<file path="src/rtl/wptr_full_pkg.sv">
// Shared definitions for the dual-clock FIFO pointer blocks: pointer width
// derivation and Gray/binary conversion helpers.
package wptr_full_pkg;

    localparam int ADDR_WIDTH_DEF = 4;
    localparam int PTR_W_DEF      = ADDR_WIDTH_DEF + 1;
    localparam int MAX_W          = 32;

    function automatic int ptr_width(input int addr_width);
        return addr_width + 1;
    endfunction

    // Helpers work on a wide zero-extended value; callers size-cast the result.
    function automatic logic [MAX_W-1:0] bin2gray(input logic [MAX_W-1:0] b);
        return b ^ (b >> 1);
    endfunction

    function automatic logic [MAX_W-1:0] gray2bin(input logic [MAX_W-1:0] g);
        logic [MAX_W-1:0] b;
        b[MAX_W-1] = g[MAX_W-1];
        for (int unsigned i = MAX_W - 1; i > 0; i--) begin
            b[i-1] = b[i] ^ g[i-1];
        end
        return b;
    endfunction

endpackage

</file>
<file path="src/rtl/wptr_full_if.sv">
// Write-side FIFO control bundle: producer request/status and cross-domain pointers.
interface wptr_full_if #(
    parameter int ADDR_WIDTH = 4
);
    logic                  winc;
    logic                  clr_ovf;
    logic [ADDR_WIDTH:0]   rptr;
    logic                  wen;
    logic [ADDR_WIDTH-1:0] waddr;
    logic [ADDR_WIDTH:0]   wptr;
    logic                  full;
    logic                  almost_full;
    logic [ADDR_WIDTH:0]   wlevel;
    logic                  overflow;

    modport master (
        output winc, clr_ovf, rptr,
        input  wen, waddr, wptr, full, almost_full, wlevel, overflow
    );

    modport slave (
        input  winc, clr_ovf, rptr,
        output wen, waddr, wptr, full, almost_full, wlevel, overflow
    );

endinterface

</file>
<file path="src/rtl/wptr_full_sync_ptr.sv">
// Multi-flop synchronizer for a Gray pointer crossing into the local clock domain.
module sync_ptr #(
    parameter int WIDTH  = 5,
    parameter int STAGES = 2
) (
    input  logic             clk,
    input  logic             rst_n,
    input  logic [WIDTH-1:0] din,
    output logic [WIDTH-1:0] dout
);

    logic [WIDTH-1:0] chain [STAGES];

    always_ff @(posedge clk or negedge rst_n) begin
        if (!rst_n) begin
            for (int unsigned i = 0; i < STAGES; i++) begin
                chain[i] <= '0;
            end
        end else begin
            chain[0] <= din;
            for (int unsigned i = 1; i < STAGES; i++) begin
                chain[i] <= chain[i-1];
            end
        end
    end

    assign dout = chain[STAGES-1];

endmodule

</file>
<file path="src/rtl/wptr_full.sv">
// Write pointer and full/almost-full/level/overflow status for the dual-clock FIFO.
module wptr_full
    import wptr_full_pkg::*;
#(
    parameter int ADDR_WIDTH   = 4,
    parameter int SYNC_STAGES  = 2,
    parameter int AFULL_THRESH = 12
) (
    input logic        wclk,
    input logic        rst_n,
    wptr_full_if.slave bus
);

    localparam int PTR_W = ptr_width(ADDR_WIDTH);
    localparam int A     = ADDR_WIDTH;

    logic [PTR_W-1:0] wbin;
    logic [PTR_W-1:0] wbin_next;
    logic [PTR_W-1:0] wgray_next;
    logic [PTR_W-1:0] rptr_s;
    logic [PTR_W-1:0] rbin_s;
    logic [PTR_W-1:0] level_next;
    logic             accept;
    logic             full_next;

    sync_ptr #(
        .WIDTH  (PTR_W),
        .STAGES (SYNC_STAGES)
    ) u_sync_rptr (
        .clk   (wclk),
        .rst_n (rst_n),
        .din   (bus.rptr),
        .dout  (rptr_s)
    );

    assign accept     = bus.winc & ~bus.full;
    assign bus.wen    = accept;
    assign bus.waddr  = wbin[A-1:0];
    assign wbin_next  = wbin + PTR_W'(accept);
    assign wgray_next = PTR_W'(bin2gray(MAX_W'(wbin_next)));
    assign rbin_s     = PTR_W'(gray2bin(MAX_W'(rptr_s)));
    assign level_next = wbin_next - rbin_s;
    // Full when next write pointer is exactly one lap ahead of the synced read pointer.
    assign full_next  = (wgray_next == {~rptr_s[A:A-1], rptr_s[A-2:0]});

    always_ff @(posedge wclk or negedge rst_n) begin
        if (!rst_n) begin
            wbin            <= '0;
            bus.wptr        <= '0;
            bus.full        <= 1'b0;
            bus.almost_full <= 1'b0;
            bus.wlevel      <= '0;
            bus.overflow    <= 1'b0;
        end else begin
            wbin            <= wbin_next;
            bus.wptr        <= wgray_next;
            bus.full        <= full_next;
            bus.almost_full <= (level_next >= PTR_W'(AFULL_THRESH));
            bus.wlevel      <= level_next;
            if (bus.winc && bus.full) begin
                bus.overflow <= 1'b1;
            end else if (bus.clr_ovf) begin
                bus.overflow <= 1'b0;
            end
        end
    end

endmodule
</file>
<file path="src/flat_wrapper.sv">
// flat-port wrapper written by rule: the top's interface ports become plain ports
module wptr_full_flat import wptr_full_pkg::*;
#(
    parameter int ADDR_WIDTH   = 4,
    parameter int SYNC_STAGES  = 2,
    parameter int AFULL_THRESH = 12
)
  (wclk, rst_n, bus_winc, bus_clr_ovf, bus_rptr, bus_wen, bus_waddr, bus_wptr, bus_full, bus_almost_full, bus_wlevel, bus_overflow);
  wptr_full_if #(.ADDR_WIDTH(ADDR_WIDTH)) bus_i ();
  input logic wclk;
  input logic rst_n;
  input wire logic [$bits(bus_i.winc)-1:0] bus_winc;
  input wire logic [$bits(bus_i.clr_ovf)-1:0] bus_clr_ovf;
  input wire logic [$bits(bus_i.rptr)-1:0] bus_rptr;
  output wire logic [$bits(bus_i.wen)-1:0] bus_wen;
  output wire logic [$bits(bus_i.waddr)-1:0] bus_waddr;
  output wire logic [$bits(bus_i.wptr)-1:0] bus_wptr;
  output wire logic [$bits(bus_i.full)-1:0] bus_full;
  output wire logic [$bits(bus_i.almost_full)-1:0] bus_almost_full;
  output wire logic [$bits(bus_i.wlevel)-1:0] bus_wlevel;
  output wire logic [$bits(bus_i.overflow)-1:0] bus_overflow;
  assign bus_i.winc = bus_winc;
  assign bus_i.clr_ovf = bus_clr_ovf;
  assign bus_i.rptr = bus_rptr;
  assign bus_wen = bus_i.wen;
  assign bus_waddr = bus_i.waddr;
  assign bus_wptr = bus_i.wptr;
  assign bus_full = bus_i.full;
  assign bus_almost_full = bus_i.almost_full;
  assign bus_wlevel = bus_i.wlevel;
  assign bus_overflow = bus_i.overflow;
  wptr_full #(.ADDR_WIDTH(ADDR_WIDTH), .SYNC_STAGES(SYNC_STAGES), .AFULL_THRESH(AFULL_THRESH)) u_core (.wclk(wclk), .rst_n(rst_n), .bus(bus_i));
endmodule
</file>
<file path="config.mk">
export PLATFORM = sky130hd
export DESIGN_NAME = wptr_full_flat
export DESIGN_NICKNAME = d
export VERILOG_FILES = /design/src/rtl/wptr_full_pkg.sv /design/src/rtl/wptr_full_if.sv /design/src/rtl/wptr_full_sync_ptr.sv /design/src/rtl/wptr_full.sv /design/src/flat_wrapper.sv
export SDC_FILE = /design/constraint.sdc
export NUM_CORES = 1
export LEC_CHECK = 0
export BUFFER_PORTS_ARGS = -buffer_cell sky130_fd_sc_hd__clkbuf_2
export CORE_MARGIN = 5
export CORE_UTILIZATION = 47
export CTS_CLUSTER_DIAMETER = 60
export DETAILED_ROUTE_END_ITERATION = 7
export GPL_ROUTABILITY_DRIVEN = 0
export PLACE_DENSITY = 0.74
export SYNTH_ARGS = -nofsm -noshare
export SYNTH_HDL_FRONTEND = slang
export SYNTH_SLANG_ARGS = --single-unit
</file>
<file path="constraint.sdc">
create_clock -name wclk -period 2.6 [get_ports wclk]
set_input_delay 0 -clock wclk [delete_from_list [all_inputs] [get_ports wclk]]
set_output_delay 0 -clock wclk [all_outputs]
set_load 0.02 [all_outputs]
</file>
==> results.cfg <==
[hold_path]
hold_class = primary input to flip-flop

[status]
outcome = finished, violations left
violations = negative setup slack

[worst_setup_path]
worstPathRequired_ns = 2.80
arrival_ns = 2.88
critical_path_class = flip-flop to flip-flop
slowest_delay_ns = 0.46
cp_slowest_cell = or4b_1
cp_num_buf_inv = 0
path_max_fanout = 3
ff2ff_setup_slack_ns = -0.09
crit_chain = xnor2_2, xor2_2, xor2_1, xnor2_1, ha_2, fa_2, nor2b_1, o21ai_1, and3_1, or4b_1
cp_top_family = XOR/XNOR gates
end_kind = flip-flop
cp-start-kind = flip-flop

[timing]
fmax_ghz = 0.3723
finalHoldViolCount = 0
hold-worst-slack_ns = 0.1634
tns_ns = -0.08590
tightest_slew_ns = 0.6513
period_needed_ns = 2.686
fin_crit_sh_pct = 103.3
grt_setup_unrepaired = yes
slew_violations = 0
fin_skew_ns = 0.005319
setup_viol = 1
setup_slack_ns = -0.08590
max_slew_margin_pct = 56.58

[final_layout]
drive_gt1_share_pct = 42.14
regArea_um2 = 678.2
layout.nets = 157
area_growth_pct = 32.82
final_util_pct = 64.80
n_fill_cell = 202
antenna_cells = 0
final_area_mm2 = 0.001605
multiInputGateArea_um2 = 520.5

[flow_run]
drv_cap = 0

[global_route]
grt-ovfl-total = 0
first_global_vias = 854
grt.total_usage_pct = 13.66
antenna_found_initial = 0
grt_max_degree = 28
grt_first_pass_wirelength_um = 3719

[routing]
vias = 802
viasPerCell = 4.718
wl_per_cell_um = 12.30
drtIter0Drc = 5
finalWirelength_um = 2091
drc_errors = 0
firstDrtPassIters = 3
drtAntennaViolNets = 0

[placement]
io_buffer_count = 26
dp_slack_ns = -0.08723
dpl-instance-area_mm2 = 0.001453
dp_hpwl_um = 1615

[logic_synthesis]
ys_seq_area_share_pct = 55.90
synth_cell_types = 29
synth_cells = 90
avgSynthCellArea_um2 = 13.43
yosysWarnings = 0
syn_nets = 106
ys_ff_latch = 27
syn_area_mm2 = 0.001209

[clock_tree]
cts_root_buffer = clkbuf_4
ctsLongestPathBuffers = 2
htree_levels = 1
clock_latency_ns = 0.32
cts_buffers = 3
cts_tree = built
clkTransAtPathRegs_ns = 0.14
cts.sinks = 27

[die]
core.rowCount = 18
initial_core_util_pct = 48.79
dieArea_mm2 = 0.003686
io_pins = 27
core_mm2 = 0.002477
dieHeight_um = 60.71
die_x_um = 60.71

[pwr]
power.ir.vdd_worst_v = 0.0007549
p_leak_uw = 0.0007755
powerDensity_mw_per_mm2 = 1329
[sequential cells by signal, summed over array words and instances (netlist names)]
register and flops:
u_core.bus.almost_full 1, u_core.bus.full 1, u_core.bus.overflow 1, u_core.bus.wlevel 5, u_core.bus.wptr 5, u_core.u_sync_rptr.chain 5
u_core.u_sync_rptr.dout 5, u_core.wbin 4
[per-layer routing]
layer / GRT usage [%] / part of all wire [%] / up-vias
met2: 25.34 / 54 / 20
met1: 15.64 / 39 / 382
met5: 0 / 0 / -
met3: 1.915 / 5.4 / 4
li1: - / - / 396
met4: 5.573 / 1.5 / 0
[layout make-up]
class	instances	area share, %
sequential	27	42.24
multi-input combinational	53	32.42
timing repair buffer	47	19.17
tap	30	2.338
inverter	9	2.104
clock buffer	3	1.403
clock inverter	1	0.3118
[power by group]
group	internal, µW	switching [µW]
clock network	57.5	115
registers	573	100
logic	597	690
[cell usage in the layout, fill, tap and decap left out, types with 4 or more instances in the layout]
master	n
buf_4	13
nand3_1	4
inv_1	9
dfrtp_1	25
xor2_1	5
xnor2_1	11
clkbuf_2	26
dlygate4sd3_1	8
[Yosys cell counts (all sizes together)]
library cell / count / area, µm²
a21o: 1 / 7.510
o21ai: 2 / 10.00
xor2: 7 / 61.31
or2: 1 / 6.260
and3: 1 / 6.260
or3: 1 / 6.260
buf: 1 / 11.26
nand4b: 1 / 8.760
a21boi: 1 / 11.26
o2bb2ai: 1 / 8.760
a21bo: 1 / 10.01
nor4: 1 / 6.260
a2111oi: 1 / 15.01
ha: 6 / 75.07
a31oi: 1 / 6.260
nor2b: 2 / 12.51
dfrtp: 27 / 675.7
fa: 1 / 20.02
mux2i: 1 / 10.01
xnor2: 14 / 156.4
a21oi: 2 / 10.01
nand3: 4 / 20.02
inv: 9 / 33.78
nand2: 1 / 3.750
or4b: 1 / 10.01
nand4: 1 / 6.260
[worst paths after layout]
kind / start / to / cells past startpoint
worst max register to register: u_core.u_sync_rptr.dout[3] / u_core.bus.almost_full / 10
worst max-delay path: u_core.u_sync_rptr.dout[3] / u_core.bus.almost_full / 10
worst min-delay path: bus_winc / u_core.wbin[0] / 3
min in group asynchronous: rst_n / u_core.bus.overflow / 2
max in group asynchronous: rst_n / u_core.u_sync_rptr.dout[4] / 2
worst min register to register: u_core.u_sync_rptr.chain[6] / u_core.u_sync_rptr.dout[1] / 0
[tightest hold or removal path, stage by stage]
cell and delay (ns):
clkbuf_2 0.09, nor2b_4 0.14, ha_2 0.21
[stage by stage]
step	std cells	power (µW)
4_1_cts	170	2160
3_3_place_gp	153	1908
5_1_grt	170	2325
2_1_floorplan	90	1603
3_5_place_dp	153	1955
6_report	170	2134
[cell families after synthesis]
kind of cell / share of synthesized area, %
AO/OA/AOI/OAI: 6.521
XOR/XNOR: 18.01
adder cells (fa/ha/maj): 7.867
buffers and inverters: 3.726
flip-flops: 55.90
multiplexers: 0.8282
AND/OR/NAND/NOR: 7.144
[timing repair]
action | in CTS | in global routing
pin swaps | 7 | 2
buffers inserted | 5 | 0
resized for setup | 0 | 1
hold buffers | 8 | 0
endpoints found under the hold margin | 33 | 0
setup endpoints to repair | 1 | 2
(Power assumes the default switching activity.)
